$ cat src/rtl/program_counter.sv
// Fetch-stage program counter: registers the externally computed next address every cycle.
// Optional hold input `stall` is compiled in when PC_STALL_EN is defined.
module program_counter #(
  parameter int                ADDR_W     = 16,
  parameter logic [ADDR_W-1:0] RESET_ADDR = '0
) (
  input  logic              clk,
  input  logic              rst,
`ifdef PC_STALL_EN
  input  logic              stall,
`endif
  input  logic [ADDR_W-1:0] next_address,
  output logic [ADDR_W-1:0] address
);

  // Stored verbatim: no alignment, increment or wrap handling lives here.
  always_ff @(posedge clk or negedge rst) begin
    if (!rst) begin
      address <= RESET_ADDR;
`ifdef PC_STALL_EN
    end else if (!stall) begin
      address <= next_address;
`else
    end else begin
      address <= next_address;
`endif
    end
  end

endmodule

$ cat config.mk
export PLATFORM = sky130hd
export DESIGN_NAME = program_counter
export DESIGN_NICKNAME = d
export VERILOG_FILES = /design/src/rtl/program_counter.sv
export SDC_FILE = /design/constraint.sdc
export NUM_CORES = 1
export LEC_CHECK = 0
export ABC_AREA = 1
export BUFFER_PORTS_ARGS = -buffer_cell sky130_fd_sc_hd__clkbuf_2
export CORE_AREA = 8 8 45 47
export DETAILED_ROUTE_END_ITERATION = 6
export DIE_AREA = 0 0 53 55
export PLACE_DENSITY = 0.77
export SLEW_MARGIN = 10
export SYNTH_ARGS = -nofsm -noshare
export SYNTH_HDL_FRONTEND = slang
export SYNTH_SLANG_ARGS = --single-unit
$ cat constraint.sdc
create_clock -name clk -period 1.2 [get_ports clk]
set_clock_uncertainty 0.15 [all_clocks]
set_input_delay 0.24 -clock clk [delete_from_list [all_inputs] [get_ports clk]]
set_output_delay 0.24 -clock clk [all_outputs]
set_load 0.005 [all_outputs]
== Word level (Yosys, flattened, before mapping) ==
Cells that the tools add are included.
Word-level totals
  register bits: 16
  input bits: 18
  output and inout port bits: 16
  word-level logic and storage cells: 1

== Logic depth before layout (Yosys ltp) ==
Gate-level depths: netlist of run 1.
  depth after elaboration: 0
  mapped depth: 0
  mapped depth without buffers: 0

== Worst setup path before layout of run 1 ==
Ideal clock, no wire load.
  path type: register -> output
  start: reg address[0]
  end: out address[0]
  data arrival time: 349 ps
  required time: 810 ps
  setup slack: 461 ps
  cell stages (with the launch flop): 1
  path buffers: 0
  path through: dfrtp_1
RTL lines
  start, declared: line 13  | output logic [ADDR_W-1:0] address
  start signal, assigned: line 25  | address <= next_address;
No word-level cell between the ends.

== Worst setup path after layout of run 1 ==
  start: reg address[3]
  end: out address[3]
No word-level cell between the ends.

==> impl_metrics.json, run 1 <==
{
  "synthTopCellsByArea": "dfrtp_1 (100%)",
  "drt_iter0_drc": 9,
  "crit_chain": "clkbuf_2",
  "ant_nets": 0,
  "root_buffer": "clkbuf_4",
  "wirelength_mm": 1.03,
  "cts_buffers": 3,
  "peakVddDrop_mv": 0.644,
  "slew_headroom": 0.752,
  "htree_levels": 1,
  "power_leakage_nw": 0.416,
  "ys_ff_latch": 16,
  "gr-max-usage-layer": "met2",
  "synth_common_cells": "dfrtp_1 (16)",
  "synth_fp_nets": 34,
  "top_regs": "address (16)",
  "cts_tree": "done",
  "fp.dieH_um": 55,
  "grt_use_total": 0.0790,
  "critPathLaunch": "address[3]",
  "whs_ns": 0.250,
  "maxSlewViolCount": 0,
  "post_cts_buffers": 0,
  "via_per_inst": 3.85,
  "grt_start_max_net_pins": 17,
  "end_kind": "output pin",
  "largest_register_ffs": 16,
  "start_util": 0.289,
  "drv_cap": 0,
  "clockBufferDepth": 2,
  "setup_viol": 0,
  "crit_end": "address[3]",
  "routedWlPerCell_um": 12.0,
  "path_delay_family": "flip-flops",
  "multi_input_comb_cells": 0,
  "ys_seq_area_frac": 1.00,
  "grt-ovfl-total": 0,
  "tightest_slew_ns": 0.372,
  "firstDrtPassIters": 3,
  "max_freq_mhz": 868,
  "synth_edf_count": 0,
  "path_depth": 1,
  "dieArea_sq_mm": 0.00292,
  "syn_to_final_growth_pct": 97.8,
  "timing.final.crit_period_ns": 1.15,
  "avgSynthCellArea_sq_um": 25.0,
  "via_count": 331,
  "synth_largest_area_cell": "dfrtp_1",
  "grt_pass1_vias": 386,
  "start_kind": "flop",
  "grt_pass1_wl_mm": 1.68,
  "final_util": 0.572,
  "holdCritPathClass": "input port to async pin",
  "diodes": 0,
  "core.rowCount": 14,
  "core_sq_mm": 0.00138,
  "netlist.area_leader.share": 1.00,
  "portBuffers": 33,
  "worstPathMaxFanout": 1,
  "antenna_found_initial": 0,
  "detail_route.drc_violations": 0,
  "synthCells": 16,
  "yosys_warnings": 0,
  "path_clk_slew_ns": 0.09,
  "synth.distinct_cells": 1,
  "rsz0062_at_grt": "true",
  "synth_ff_type": "dfrtp_1",
  "io_pins": 34,
  "critPathArrivalTime_ns": 0.76,
  "multi_input_area_sq_um": 0,
  "crit_required_ns": 0.81,
  "hold_viol": 0,
  "yosysMostFrequentCell": "dfrtp_1",
  "power_density_mw_per_mm2": 1290,
  "gr-usage-met1": 0.0799,
  "drive_above_1_share": 0.529,
  "critPathSlowestCell": "dfrtp_1",
  "status": "finished, final reports clean",
  "grt_util_met2": 0.135,
  "synthArstFlopShare": 1.00,
  "clock_sinks": 16,
  "place.gp.congestion": 0.623,
  "path_buf_inv": 1,
  "use_met3": 0.0134,
  "period_share": 0.960,
  "die_w_um": 53,
  "worst_path_largest_cell_delay_ns": 0.38,
  "syn-cell-area_sq_um": 400,
  "largest-register": "address",
  "final_nets": 89,
  "postCtsResizedCells": 0,
  "criticalPathCategory": "flop to output pin"
}
## placed cells by master, fill, tap and decap left out
cell type       n
dlygate4sd3_1  17
clkbuf_2       33
clkbuf_8        1
clkbuf_4        3
dfrtp_1        16
## report_power, final
part           total [mW]  switching (mW)  internal (mW)
sequential          0.572         0.00673          0.566
combinational       0.111          0.0383         0.0726
clock               0.336           0.152          0.184
total                1.02           0.197          0.823
## worst min-delay path by stage
stage | cells past startpoint | slack (ns) | endpoint
after floorplan | 0 | -0.21 | address[0]
after global placement | 1 | 0.03 | address[8]
after detailed placement | 1 | 0.03 | address[11]
after CTS | 2 | 0.26 | address[11]
after global routing | 2 | 0.28 | address[15]
final | 2 | 0.25 | address[10]
## stage by stage
stage | cells | total power [mW] | setup TNS (ns) | instance area, sq um | worst slack (ns)
floorplan | 16 | 0.588 | 0 | 400 | 0.461
global placement | 65 | 0.651 | 0 | 586 | 0.362
detailed placement | 65 | 0.654 | 0 | 586 | 0.352
CTS | 86 | 1.04 | 0 | 792 | 0.0321
global route | 86 | 1.08 | -0.00689 | 792 | -0.00689
finish | 86 | 1.02 | 0 | 792 | 0.0478
## layer usage
layer / routed length [um] / up-vias / share of wire
li1: - / 156 / -
met1: 353 / 158 / 0.34
met5: 0 / - / 0
met3: 106 / 0 / 0.10
met4: 0 / 0 / 0
met2: 574 / 17 / 0.56
## final cells by class
type / count / area (sq um)
Tap cell: 16 / 20.0
Clock buffer: 4 / 36.3
Timing Repair Buffer: 50 / 335
Sequential cell: 16 / 400
Fill cell: 121 / 592
## kinds of logic (layout without fill, tap and decap cells)
family / after synthesis / in the layout / synth area share
buffers and inverters: 0 / 54 / 0
DFF: 16 / 16 / 1.00
## repair_timing
action / 4_1_cts / 5_1_grt
hold endpoints to repair: 32 / 0
hold buffers: 17 / 0
setup endpoints to repair: 0 / 1
(Power assumes the default switching activity.)
==> run 2: changes to the inputs <==
Settings changed: CORE_AREA 8 8 45 47 to not set, CORE_MARGIN set to 8, CORE_UTILIZATION set to 30, DIE_AREA 0 0 53 55 to not set, PLACE_DENSITY 0.77 to 0.79.
Clock period 1.2 ns to 1 ns, I/O delays scaled along.
==> run 2 against run 1 <==
Against the previous run: largest cell class unchanged; critical path type unchanged; combinational power up 19%; non-clock buffer count unchanged; the run now ends with setup timing left; largest power group unchanged; cell count down 1.2%; die area down 5.3%.
==> impl_metrics.json, run 2 (synthesis results as in run 1) <==
{
  "timing.final.ws_setup_ns": -0.110,
  "power_leakage_nw": 0.416,
  "diodes": 0,
  "rsz0062_at_grt": "true",
  "core_sq_mm": 0.00127,
  "setup_viol": 16,
  "final_nets": 89,
  "via_count": 327,
  "path_buf_inv": 1,
  "grt-ovfl-total": 0,
  "antenna_found_initial": 0,
  "io_pins": 34,
  "multi_input_area_sq_um": 0,
  "end_kind": "output pin",
  "power_density_mw_per_mm2": 1550,
  "status": "finished, violations left",
  "cts_buffers": 3,
  "multi_input_comb_cells": 0,
  "post-route-cell-area_sq_um": 791,
  "final_util": 0.623,
  "path_delay_family": "flip-flops",
  "routedWlPerCell_um": 12.4,
  "top_regs": "address (16)",
  "cts_tree": "done",
  "clock_sinks": 16,
  "dieArea_sq_mm": 0.00276,
  "max_freq_mhz": 901,
  "postCtsResizedCells": 0,
  "final_cell_mix": "clkbuf_2 (33), dlygate4sd3_1 (17), dfrtp_1 (16)",
  "start_kind": "flop",
  "start_util": 0.316,
  "holdCritPathClass": "input port to async pin",
  "post_cts_buffers": 0,
  "timing.final.crit_period_ns": 1.11,
  "violations": "setup timing",
  "hold_viol": 0,
  "clockBufferDepth": 2,
  "crit_chain": "clkbuf_2",
  "crit_required_ns": 0.65,
  "place.gp.congestion": 0.645,
  "peakVddDrop_mv": 1.12,
  "critPathArrivalTime_ns": 0.76,
  "grt_start_max_net_pins": 17,
  "maxSlewViolCount": 0,
  "worst_path_largest_cell_delay_ns": 0.37,
  "core.rowCount": 13,
  "htree_levels": 1,
  "path_clk_slew_ns": 0.09,
  "critPathSlowestCell": "dfrtp_1",
  "grt_use_total": 0.0783,
  "final_common_cell": "clkbuf_2",
  "worstPathMaxFanout": 1,
  "wirelength_mm": 1.05,
  "detail_route.drc_violations": 0,
  "firstDrtPassIters": 2,
  "dpl_cell_area_sq_um": 584,
  "fp.dieH_um": 52.5,
  "largest-register": "address",
  "die_w_um": 52.5,
  "tns_ns": -1.62,
  "drt_iter0_drc": 4,
  "period_share": 1.11,
  "drv_cap": 0,
  "slew_headroom": 0.753,
  "root_buffer": "clkbuf_4",
  "ant_nets": 0,
  "criticalPathCategory": "flop to output pin",
  "grt_pass1_wl_mm": 1.54,
  "syn_to_final_growth_pct": 97.5,
  "via_per_inst": 3.85,
  "portBuffers": 33,
  "grt_pass1_vias": 347,
  "drive_above_1_share": 0.529,
  "tightest_slew_ns": 0.371,
  "largest_register_ffs": 16
}
## run 2: cell counts in the layout (fill, tap and decap cells not counted)
Identical to the previous run, type by type.
## run 2: metrics by stage
step | worst slack, ns | power (mW) | hold WS, ns | std cells
global placement | 0.200 | 0.781 | -0.0227 | 64
finish | -0.110 | 1.23 | 0.208 | 85
global route | -0.152 | 1.29 | 0.236 | 85
detailed placement | 0.186 | 0.785 | -0.0133 | 64
floorplan | 0.301 | 0.706 | -0.246 | 16
CTS | -0.136 | 1.25 | 0.211 | 85
## run 2: power breakdown
part	leakage, nW	total, mW	switching, mW	internal (mW)
registers	0.186	0.687	0.00842	0.679
clock network	0.0210	0.406	0.185	0.221
logic	0.208	0.132	0.0453	0.0871
total	0.416	1.23	0.238	0.987
## run 2: final cells by class
| class | instances | area (sq um) |
|---|---|---|
| fillers | 107 | 478 |
| flip-flops and latches | 16 | 400 |
| repair buffers | 50 | 335 |
| clock buffers | 4 | 36.3 |
| well taps | 15 | 18.8 |
## run 2: routing by layer
metal  vias up  part of all wire  track usage  routed length (um)
li1        157                 -            -                   -
met1       152              0.34       0.0701                 359
met2        18              0.52        0.123                 542
met3         0              0.14       0.0653                 151
met4         0                 0       0.0388                   0
met5         -                 0            0                   0
## run 2: repair_timing
| action | 4_1_cts | 5_1_grt |
|---|---|---|
| endpoints found under the hold margin | 32 | 0 |
| endpoints found under the setup margin | 16 | 16 |
| gates cloned | 0 | 0 |
| hold buffers | 17 | 0 |
## run 2: worst paths after layout
kind / from / cells past startpoint / end / slack [ns]
max in group asynchronous: rst / 2 / address[5] / 0.23
hold / removal: rst / 2 / address[12] / 0.21
min in group clk: next_address[10] / 2 / address[10] / 0.41
setup / recovery: address[3] / 1 / address[3] / -0.11
